## config.mk

```make
export PLATFORM = sky130hd
export DESIGN_NAME = usb_line_tx
export DESIGN_NICKNAME = d
export VERILOG_FILES = /design/src/rtl/usb_tx_pkg.sv /design/src/rtl/usb_tx_bit_timer.sv /design/src/rtl/usb_line_tx.sv
export SDC_FILE = /design/constraint.sdc
export NUM_CORES = 1
export LEC_CHECK = 0
export CORE_MARGIN = 3
export CORE_UTILIZATION = 55
export CTS_BUF_LIST = sky130_fd_sc_hd__clkbuf_4
export DETAILED_ROUTE_END_ITERATION = 6
export PLACE_DENSITY = 0.77
export SYNTH_ARGS = -nofsm -noshare
export SYNTH_HDL_FRONTEND = slang
export SYNTH_SLANG_ARGS = --single-unit
export TNS_END_PERCENT = 100
```

## constraint.sdc

```tcl
create_clock -name clk -period 2.5 [get_ports clk]
set_clock_uncertainty 0.15 [all_clocks]
set_input_delay 0.25 -clock clk [delete_from_list [all_inputs] [get_ports clk]]
set_output_delay 0.25 -clock clk [all_outputs]
set_load 0.03 [all_outputs]
```

## src/rtl/usb_tx_pkg.sv

```systemverilog
// rtl/usb_tx_pkg.sv - state encoding, protocol constants and line symbols for usb_line_tx
// USB_TX_ABORT_EN adds the ABORT state.
package usb_tx_pkg;

    typedef enum logic [2:0] {
        S_IDLE    = 3'd0,
        S_SYNC    = 3'd1,
        S_DATA    = 3'd2,
        S_EOP_SE0 = 3'd3,
        S_EOP_J   = 3'd4
`ifdef USB_TX_ABORT_EN
        , S_ABORT = 3'd5
`endif
    } usb_tx_state_e;

    localparam logic [7:0] SYNC_PATTERN = 8'h80;
    localparam logic [2:0] STUFF_LIMIT  = 3'd6;
    localparam logic [2:0] EOP_SE0_BITS = 3'd2;

    // Line symbols packed as {d_plus, d_minus}
    localparam logic [1:0] LINE_J   = 2'b10;
    localparam logic [1:0] LINE_K   = 2'b01;
    localparam logic [1:0] LINE_SE0 = 2'b00;

endpackage

```

## src/rtl/usb_tx_bit_timer.sv

```systemverilog
// rtl/usb_tx_bit_timer.sv - divides clk down to one bit_tick per line bit, restartable
module usb_tx_bit_timer #(
    parameter int CLKS_PER_BIT = 4
) (
    input  logic clk,
    input  logic rst,
    input  logic restart,
    output logic bit_tick
);
    localparam int CW = $clog2(CLKS_PER_BIT);
    localparam logic [CW-1:0] LAST = CW'(CLKS_PER_BIT - 1);

    logic [CW-1:0] cnt;

    always_ff @(posedge clk or posedge rst) begin
        if (rst) begin
            cnt <= '0;
        end else if (restart || cnt == LAST) begin
            cnt <= '0;
        end else begin
            cnt <= cnt + CW'(1);
        end
    end

    // The tick marks the last cycle of the current symbol.
    assign bit_tick = (cnt == LAST) && !restart;

endmodule

```

## src/rtl/usb_line_tx.sv

```systemverilog
// rtl/usb_line_tx.sv - USB full-speed line transmitter: SYNC, bit stuffing, NRZI, EOP
// Define USB_TX_ABORT_EN to send a bit-stuff violation on underrun before EOP.
module usb_line_tx #(
    parameter int CLKS_PER_BIT = 4
) (
    input  logic       clk,
    input  logic       RST,
    input  logic [7:0] tx_data,
    input  logic       tx_valid,
    input  logic       tx_last,
    output logic       tx_ready,
    output logic       d_plus_out,
    output logic       d_minus_out,
    output logic       tx_oe,
    output logic       done,
    output logic       err
);
    import usb_tx_pkg::*;

    localparam logic [2:0] ST_IDLE    = S_IDLE;
    localparam logic [2:0] ST_SYNC    = S_SYNC;
    localparam logic [2:0] ST_DATA    = S_DATA;
    localparam logic [2:0] ST_EOP_SE0 = S_EOP_SE0;
    localparam logic [2:0] ST_EOP_J   = S_EOP_J;
`ifdef USB_TX_ABORT_EN
    localparam logic [2:0] ST_ABORT   = S_ABORT;
`endif

    logic [2:0] state, state_n;
    logic [7:0] hold_data, hold_data_n, shreg, shreg_n;
    logic       hold_full, hold_full_n, hold_last, hold_last_n;
    logic       cur_last, cur_last_n;
    logic [2:0] bit_cnt, bit_cnt_n, ones_cnt, ones_n;
    logic       level, level_n;
    logic [1:0] line, line_n;
    logic       oe_n, done_n, err_n;
    logic       emit, emit_bit;
    logic       line_busy, accept, start, bit_tick;
    logic       next_avail, next_last;
    logic [7:0] next_byte;

`ifdef USB_TX_ABORT_EN
    assign line_busy = (state == ST_EOP_SE0) || (state == ST_EOP_J) || (state == ST_ABORT);
`else
    assign line_busy = (state == ST_EOP_SE0) || (state == ST_EOP_J);
`endif

    assign tx_ready   = !hold_full && !line_busy;
    assign accept     = tx_valid && tx_ready;
    assign start      = (state == ST_IDLE) && (hold_full || accept);
    // A byte arriving in the boundary cycle itself is taken straight from the input.
    assign next_avail = hold_full || accept;
    assign next_byte  = hold_full ? hold_data : tx_data;
    assign next_last  = hold_full ? hold_last : tx_last;

    usb_tx_bit_timer #(.CLKS_PER_BIT(CLKS_PER_BIT)) u_bit_timer (
        .clk      (clk),
        .rst      (RST),
        .restart  (start),
        .bit_tick (bit_tick)
    );

    always_comb begin
        state_n     = state;
        shreg_n     = shreg;
        bit_cnt_n   = bit_cnt;
        ones_n      = ones_cnt;
        level_n     = level;
        line_n      = line;
        oe_n        = tx_oe;
        cur_last_n  = cur_last;
        hold_full_n = hold_full;
        hold_data_n = hold_data;
        hold_last_n = hold_last;
        done_n      = 1'b0;
        err_n       = 1'b0;
        emit        = 1'b0;
        emit_bit    = 1'b0;

        if (accept) begin
            hold_full_n = 1'b1;
            hold_data_n = tx_data;
            hold_last_n = tx_last;
        end

        case (state)
            ST_IDLE: begin
                if (start) begin
                    state_n   = ST_SYNC;
                    oe_n      = 1'b1;
                    bit_cnt_n = 3'd0;
                    ones_n    = 3'd0;
                    level_n   = 1'b1;
                    emit      = 1'b1;
                    emit_bit  = SYNC_PATTERN[0];
                end
            end
            ST_SYNC: begin
                if (bit_tick) begin
                    emit = 1'b1;
                    if (bit_cnt == 3'd7) begin
                        state_n     = ST_DATA;
                        shreg_n     = next_byte;
                        cur_last_n  = next_last;
                        hold_full_n = 1'b0;
                        bit_cnt_n   = 3'd0;
                        emit_bit    = next_byte[0];
                    end else begin
                        bit_cnt_n = bit_cnt + 3'd1;
                        emit_bit  = SYNC_PATTERN[bit_cnt + 3'd1];
                    end
                end
            end
            ST_DATA: begin
                if (bit_tick) begin
                    if (ones_cnt == STUFF_LIMIT) begin
                        emit     = 1'b1;
                        emit_bit = 1'b0;
                    end else if (bit_cnt != 3'd7) begin
                        bit_cnt_n = bit_cnt + 3'd1;
                        emit      = 1'b1;
                        emit_bit  = shreg[bit_cnt + 3'd1];
                    end else if (cur_last) begin
                        state_n   = ST_EOP_SE0;
                        bit_cnt_n = 3'd0;
                        line_n    = LINE_SE0;
                    end else if (next_avail) begin
                        shreg_n     = next_byte;
                        cur_last_n  = next_last;
                        hold_full_n = 1'b0;
                        bit_cnt_n   = 3'd0;
                        emit        = 1'b1;
                        emit_bit    = next_byte[0];
                    end else begin
                        err_n     = 1'b1;
                        bit_cnt_n = 3'd0;
`ifdef USB_TX_ABORT_EN
                        state_n   = ST_ABORT;
                        emit      = 1'b1;
                        emit_bit  = 1'b1;
`else
                        state_n   = ST_EOP_SE0;
                        line_n    = LINE_SE0;
`endif
                    end
                end
            end
`ifdef USB_TX_ABORT_EN
            ST_ABORT: begin
                if (bit_tick) begin
                    if (bit_cnt == 3'd7) begin
                        state_n   = ST_EOP_SE0;
                        bit_cnt_n = 3'd0;
                        line_n    = LINE_SE0;
                    end else begin
                        bit_cnt_n = bit_cnt + 3'd1;
                        emit      = 1'b1;
                        emit_bit  = 1'b1;
                    end
                end
            end
`endif
            ST_EOP_SE0: begin
                if (bit_tick) begin
                    if (bit_cnt == EOP_SE0_BITS - 3'd1) begin
                        state_n = ST_EOP_J;
                        level_n = 1'b1;
                        line_n  = LINE_J;
                    end else begin
                        bit_cnt_n = bit_cnt + 3'd1;
                    end
                end
            end
            ST_EOP_J: begin
                if (bit_tick) begin
                    state_n = ST_IDLE;
                    oe_n    = 1'b0;
                    line_n  = LINE_SE0;
                    done_n  = 1'b1;
                end
            end
            default: begin
                state_n = ST_IDLE;
                oe_n    = 1'b0;
                line_n  = LINE_SE0;
            end
        endcase

        // NRZI: a 0 toggles the level, a 1 holds it and extends the run of ones.
        if (emit) begin
            level_n = emit_bit ? level_n : !level_n;
            line_n  = level_n ? LINE_J : LINE_K;
            ones_n  = emit_bit ? ones_n + 3'd1 : 3'd0;
        end
    end

    always_ff @(posedge clk or posedge RST) begin
        if (RST) begin
            state     <= ST_IDLE;
            shreg     <= 8'd0;
            hold_data <= 8'd0;
            hold_full <= 1'b0;
            hold_last <= 1'b0;
            cur_last  <= 1'b0;
            bit_cnt   <= 3'd0;
            ones_cnt  <= 3'd0;
            level     <= 1'b1;
            line      <= LINE_SE0;
            tx_oe     <= 1'b0;
            done      <= 1'b0;
            err       <= 1'b0;
        end else begin
            state     <= state_n;
            shreg     <= shreg_n;
            hold_data <= hold_data_n;
            hold_full <= hold_full_n;
            hold_last <= hold_last_n;
            cur_last  <= cur_last_n;
            bit_cnt   <= bit_cnt_n;
            ones_cnt  <= ones_n;
            level     <= level_n;
            line      <= line_n;
            tx_oe     <= oe_n;
            done      <= done_n;
            err       <= err_n;
        end
    end

    assign d_plus_out  = line[1];
    assign d_minus_out = line[0];

endmodule

```

=== Word-level counts from Yosys, hierarchy flattened ===
Memories as Yosys holds them, arrays and structs flattened.
Cells that the tools add are included.

* Add/sub/neg operators: 3
* Order comparisons: 1
* Equality and inequality tests: 30
* Mux-type cells: 99
* Bitwise operators: 1
* Reduce and logical (&&, ||, !) cells: 22

{| class="wikitable"
|+ Operators with widths
! kind !! count
|-
| two-way mux 3 bit || 23
|-
| two-way mux 8 bit || 8
|-
| two-way mux 1 bit || 46
|-
| two-way mux 2 bit || 11
|-
| != test 3 bit, second input constant || 7
|-
| != test 2 bit, second input constant || 10
|-
| case mux 8 bit (2 select lines) || 1
|-
| AND reduction 8 bit || 2
|-
| case mux 3 bit (5 select lines) || 1
|-
| case mux 3 bit (4 select lines) || 1
|-
| AND reduction 10 bit || 1
|-
| equality test 3 bit, second input constant || 3
|-
| case mux 1 bit (2 select lines) || 4
|-
| case mux 2 bit (4 select lines) || 1
|-
| AND reduction 7 bit || 1
|-
| adder 3 x 1 -> 3 bit, second input constant || 2
|-
| equality test 3 x 1 -> 1 bit, second input constant || 2
|-
| equality test 3 x 2 -> 1 bit, second input constant || 2
|-
| != test 2 x 1 -> 1 bit, second input constant || 3
|-
| case mux 1 bit (3 select lines) || 2
|-
| AND reduction 6 bit || 1
|-
| logical AND 1 bit || 4
|-
| zero test 1 bit || 4
|-
| < comparator 3 x 4 -> 1 bit, second input constant || 1
|-
| 13 further kinds || 15
|}

* Input bits: 12
* Memories: 1
* Output and inout bits: 6
* Memory bits (read-only): 8
* Flip-flop bits (word level): 36

{| class="wikitable"
|+ Memories
! memory !! words !! bits a word !! read ports !! clocked after memory_dff !! write ports !! line !! RTL
|-
| (name not given) || 8 || 1 || 1 || 0 || 0 || usb_line_tx.sv:110 || <nowiki>emit_bit = SYNC_PATTERN[bit_cnt + 3'd1];</nowiki>
|}

=== Logic depth before layout (Yosys ltp) ===
* Word-level depth: 15
* Mapped depth: 9
* Gate-level depth less buffers: 8

=== Modules after synthesis ===
From an unflattened synthesis, not the netlist that was laid out.

* Cell total of the unflattened synthesis: 193
* Area, all modules: 2,077.0 um2

{| class="wikitable"
|+ By module, submodules not included
! module !! cells each !! area each (um2) !! seq. area each (um2) !! times used
|-
| usb_line_tx || 186 || 1,986.9 || 852.1 || 1
|-
| usb_tx_bit_timer || 7 || 90.1 || 50.0 || 1
|}

=== Worst setup path before layout ===
OpenSTA, ideal clock, no wires.

* Kind: reg2reg
* From: reg bit_cnt[0]
* To: reg ones_cnt[2]
* Clock period less this slack: 2,246 ps
* Cell stages (with the launch flop): 10
* Data required time: 2,284 ps
* Arrival: 2,030 ps
* Setup slack: 254 ps
* Cell sequence: dfrtp_1 > inv_1 > ha_1 > buf_2 > mux2i_1 > a22oi_1 > and4b_1 > o211ai_4 > a2111oi_0 > a31o_1

* Cells in the longest elaborated chain, start to end: 9
* Elaborated cells on any way between the ends: 19

{| class="wikitable"
|+ Ends and longest elaborated chain
! item !! line !! RTL
|-
| start: declaration || usb_line_tx.sv:33 || <nowiki>logic [2:0] bit_cnt, bit_cnt_n, ones_cnt, ones_n;</nowiki>
|-
| start signal: assignment || usb_line_tx.sv:219 || <nowiki>bit_cnt <= bit_cnt_n;</nowiki>
|-
| adder 3 x 1 -> 3 bit || usb_line_tx.sv:110, usb_line_tx.sv:122 ||
|-
| binary-select mux 1 bit (select 3 bit) || usb_line_tx.sv:122 || <nowiki>emit_bit = shreg[bit_cnt + 3'd1];</nowiki>
|-
| two-way mux 1 bit (not written as such) || usb_line_tx.sv:122 ||
|-
| two-way mux 1 bit || usb_line_tx.sv:119 || <nowiki>end else if (bit_cnt != 3'd7) begin</nowiki>
|-
| two-way mux 1 bit || usb_line_tx.sv:116 || <nowiki>if (ones_cnt == STUFF_LIMIT) begin</nowiki>
|-
| two-way mux 1 bit || usb_line_tx.sv:115 || <nowiki>if (bit_tick) begin</nowiki>
|-
| case mux 1 bit (2 select lines) || usb_line_tx.sv:86 || <nowiki>case (state)</nowiki>
|-
| two-way mux 3 bit || usb_line_tx.sv:193 || <nowiki>ones_n = emit_bit ? ones_n + 3'd1 : 3'd0;</nowiki>
|-
| two-way mux 3 bit * || usb_line_tx.sv:190 || <nowiki>if (emit) begin</nowiki>
|-
| named net ones_n[2] || usb_line_tx.sv:33 ||
|-
| end signal: assignment || usb_line_tx.sv:220 || <nowiki>ones_cnt <= ones_n;</nowiki>
|-
| end: declaration || usb_line_tx.sv:33 ||
|}

The timed path passes the listed nets; every way through them passes the cells marked *. The select of a mux whose other input is x is not followed.
A chain may end at the register's enable or synchronous reset.

=== Worst setup path after layout ===
Ends and elaborated chain as after synthesis.

==> reports/results.txt <==
Counting the fill cells in the layout gives 284. Dividing the synthesized area by the synthesized cell count gives 9.94 um2. Counting buffers and inverters, the worst setup path is 8 cells deep. The run gives 0 as the Yosys warning count.

The run gives 0 as the number of max-slew violations in the final report. The clock share of power came out at 0.148. In this run, the number of DRC markers left after iteration 0 of detailed routing was 106. The logs give 1616 for the total number of vias and 0 for the count of antenna diodes in the layout. In this run the worst hold path is classified as in2async. The tool flagged a number of max-cap violations equal to 0. The power spent charging and discharging nets was 1090 uW; the detailed-placement wirelength estimate was 3.20 mm.

The post-synthesis cell type count was 47; the net count reported at finish was 252. During I/O placement, the number of pins put on the boundary was 18. The via count of the first global-routing pass was 1651; the count of input and output buffers was 17. At the worst endpoint, the arrival time is 2.51 ns.

The library cells used most frequently in the layout, excluding fill and tap cells, are dfrtp_1 (35), nor2_1 (20), a21oi_1 (17). The final hold violation count came out at 0. The ratio of cells with drive above 1 in the final layout works out to 0.191. The maximum clock frequency is 0.421 GHz. The largest single stage delay on the critical path is 0.44 ns.

Counting along the longest clock path gives a buffer depth of 2. After detailed routing, the total wire length is 4.37 mm. For the maximum level of the CTS H-tree, the log shows 2. The final global-route overflow total is 0.

Sort of element at the end of the critical path: a flip-flop. The share of the core filled with cells came out at 0.701. The relative slew slack was 0.703; the slew at the pin closest to its max-slew limit was 0.433 ns. The tools report the master cell of the clock root buffer as clkbuf_4.

Traced cell by cell, the critical path runs through ha_1 > ha_2 > nor2_1 > a22oi_1 > and4b_2 > o211ai_4 > a2111oi_2 > a31o_1. In this run, synthesis inferred 0 flip-flops with an integrated enable. The tree built by TritonCTS fans out to 36 sinks. In this run the critical register-to-register path is launched from bit_cnt[0]$_DFFE_PP0P_. The tools report the worst slack after detailed placement as -0.0108 ns. The netlist area before placement is 2060 um2. After floorplanning, the core was divided into 21 placement rows.

Internal power comes to 1680 uW. The layout overhead on the synthesized area is 18.2%. The main flop type after synthesis is dfrtp_1. Synthesis handed over a netlist of 207 instances. In this run the remaining antenna-violating nets after routing total 0.

For the first-pass GRT wire length, the log shows 7.64 mm. The beginning of the critical path was bit_cnt[0]$_DFFE_PP0P_. The ratio of routed vias to standard cells was 5.75; the synthesized net count was 225. The largest driver fanout on the critical path is 6, and the period utilization is 0.949.

The total global routing track utilization was 0.228. Among cell families on the critical path, the largest total delay comes from compound AO/OA/AOI/OAI gates. The net switching fraction of the power was 0.394; the final critical-path setup slack was 0.127 ns. Setup violations remaining at the end of the flow were counted as 0.

Counting both buffers and inverters, the worst setup path holds a total of 0. Clock tree synthesis inserted a total of 5 buffers. After synthesis the netlist holds a flip-flop and latch count of 36.

On the critical path, the stage with the largest delay is an instance of dfrtp_1. The core region is 3470 um2. For this run, design rule violations remaining after detail routing come to 0. Hold timing on the final database bottoms out at a slack of 0.142 ns. The share of async-settable or async-resettable flops after synthesis works out to 1.00.

The run gives 0.00110 uW as the leakage power total. The worst path in the final design needs a cycle of 2.37 ns, including I/O delays and setup. The first detailed-routing pass took 5 iterations. The chip width is 67.2 um, and the clock latency of the later-clocked register in the worst-skew pair is 0.35 ns. The sequential cell fraction of total power came out at 0.345. The tools report the combinational share of power as 0.507. Critical path launch point type: a flip-flop. Category of the critical setup timing path: reg2reg. The die covers 4510 um2. The flow ran to the end, and the final reports show no timing, DRC or antenna violations. At the end of routability-driven placement, the weighted congestion stood at 0.908. The cell count of the worst reg-to-reg path works out to 8. For this design the ratio of total power to cell area is 1140 nW/um2. Register clock-pin slew on the reported worst setup and hold paths: 0.12 ns. IR analysis of the VDD net gives a maximum drop of 0.000786 V. The run gives 0.593 as the effective utilization at floorplan. For the part of the Yosys area used for sequential elements, the log shows 0.439.

The die is 67.2 um tall. TritonCTS built the clock tree. Entering global routing, the biggest net connects 37 pins. STA puts the critical path data required time at 2.64 ns. Dividing the detail-routed wire length by the instance count gives 15.5 um.

The number of antenna violations at the first check in global routing was 0. The library cell used most frequently in the layout, excluding fill and tap cells, is dfrtp_1.
[layout make-up]
type | count | area (um2) | share of cell area
multi-input combinational | 151 | 1090 | 0.447
sequential | 36 | 902 | 0.371
timing repair buffer | 29 | 263 | 0.108
tap | 46 | 57.6 | 0.0237
clock inverter | 3 | 42.5 | 0.0175
inverter | 11 | 41.3 | 0.0170
clock buffer | 5 | 37.5 | 0.0154
[kinds of logic (layout without fill, tap and decap cells)]
family | after synthesis | in the layout | share of synthesized area
XOR/XNOR | 2 | 2 | 0.00852
AO/OA/AOI/OAI | 51 | 51 | 0.182
multiplexers | 25 | 25 | 0.128
flip-flops | 36 | 36 | 0.439
adder cells (fa/ha/maj) | 6 | 6 | 0.0365
AND/OR/NAND/NOR | 67 | 67 | 0.160
buffers and inverters | 20 | 48 | 0.0462
[worst reg2reg max path: cells and delay by family (launching register included)]
kind / cells / cell delay [ns]
flops: 1 / 0.44
fa+ha+maj: 2 / 0.60
simple gates: 2 / 0.33
compound gates: 4 / 0.80
[cells in the mapped netlist (2+ instances only)]
cell type	number	share of area
dfrtp_1	35	0.43
nor2_1	20	0.036
a21oi_1	17	0.041
nand2_1	16	0.029
mux2i_1	14	0.068
o21ai_0	12	0.029
inv_1	11	0.020
mux2_2	11	0.060
nor3_1	7	0.017
ha_1	6	0.036
nand3_1	5	0.012
buf_2	4	0.0097
nand2b_1	4	0.012
and3_1	3	0.0091
nor2b_1	3	0.0091
a211oi_1	2	0.0073
a21o_1	2	0.0073
and2_1	2	0.0061
buf_1	2	0.0037
buf_6	2	0.011
nand3b_1	2	0.0073
xor2_1	2	0.0085
[layer usage]
metal | routed length [um] | GRT usage | vias to the layer above
met5 | 0 | 0 | -
li1 | - | - | 788
met2 | 2160 | 0.373 | 46
met1 | 1950 | 0.292 | 776
met4 | 48 | 0.0785 | 0
met3 | 205 | 0.0599 | 6
[sequential cells by signal (all words and copies together), names as in the netlist]
name             cells
ones_cnt             3
bit_cnt              3
line                 2
done                 1
shreg                8
u_bit_timer.cnt      2
hold_data            8
cur_last             1
hold_full            1
state                3
hold_last            1
err                  1
tx_oe                1
level                1
[power by group through the flow]
| stage | registers [uW] | clock network (uW) | logic (uW) |
|---|---|---|---|
| 2_1_floorplan | 977 | 0 | 979 |
| 3_3_place_gp | 960 | 0 | 1280 |
| 3_5_place_dp | 977 | 0 | 1320 |
| 4_1_cts | 962 | 419 | 1350 |
| 5_1_grt | 993 | 449 | 1570 |
| 6_report | 957 | 409 | 1410 |
[path summary, 6_finish.rpt]
check                                          endpoint  slack (ns)
max reg2reg                       ones_cnt[2]$_DFF_PP0_        0.13
max in group asynchronous               level$_DFF_PP1_        1.70
min in group clk           u_bit_timer.cnt[0]$_DFF_PP0_        0.31
max                               ones_cnt[2]$_DFF_PP0_        0.13
min reg2reg                u_bit_timer.cnt[0]$_DFF_PP0_        0.31
min                                 hold_full$_DFF_PP0_        0.14
[stage by stage]
| stage | power, uW | cells | area, um2 | TNS [ns] |
|---|---|---|---|---|
| floorplan | 1960 | 207 | 2060 | 0 |
| global placement | 2240 | 270 | 2300 | 0 |
| detailed placement | 2300 | 270 | 2300 | -0.0108 |
| CTS | 2730 | 279 | 2390 | 0 |
| global route | 3020 | 281 | 2430 | -0.0121 |
| finish | 2770 | 281 | 2430 | 0 |
[timing repair]
item / in CTS / in global routing
pin swaps: 0 / 1
gates resized for setup: 0 / 9
endpoints found under the setup margin: 1 / 5
hold buffers: 0 / 0
buffers inserted: 1 / 2
No activity file was read; power rests on OpenSTA's default activity.
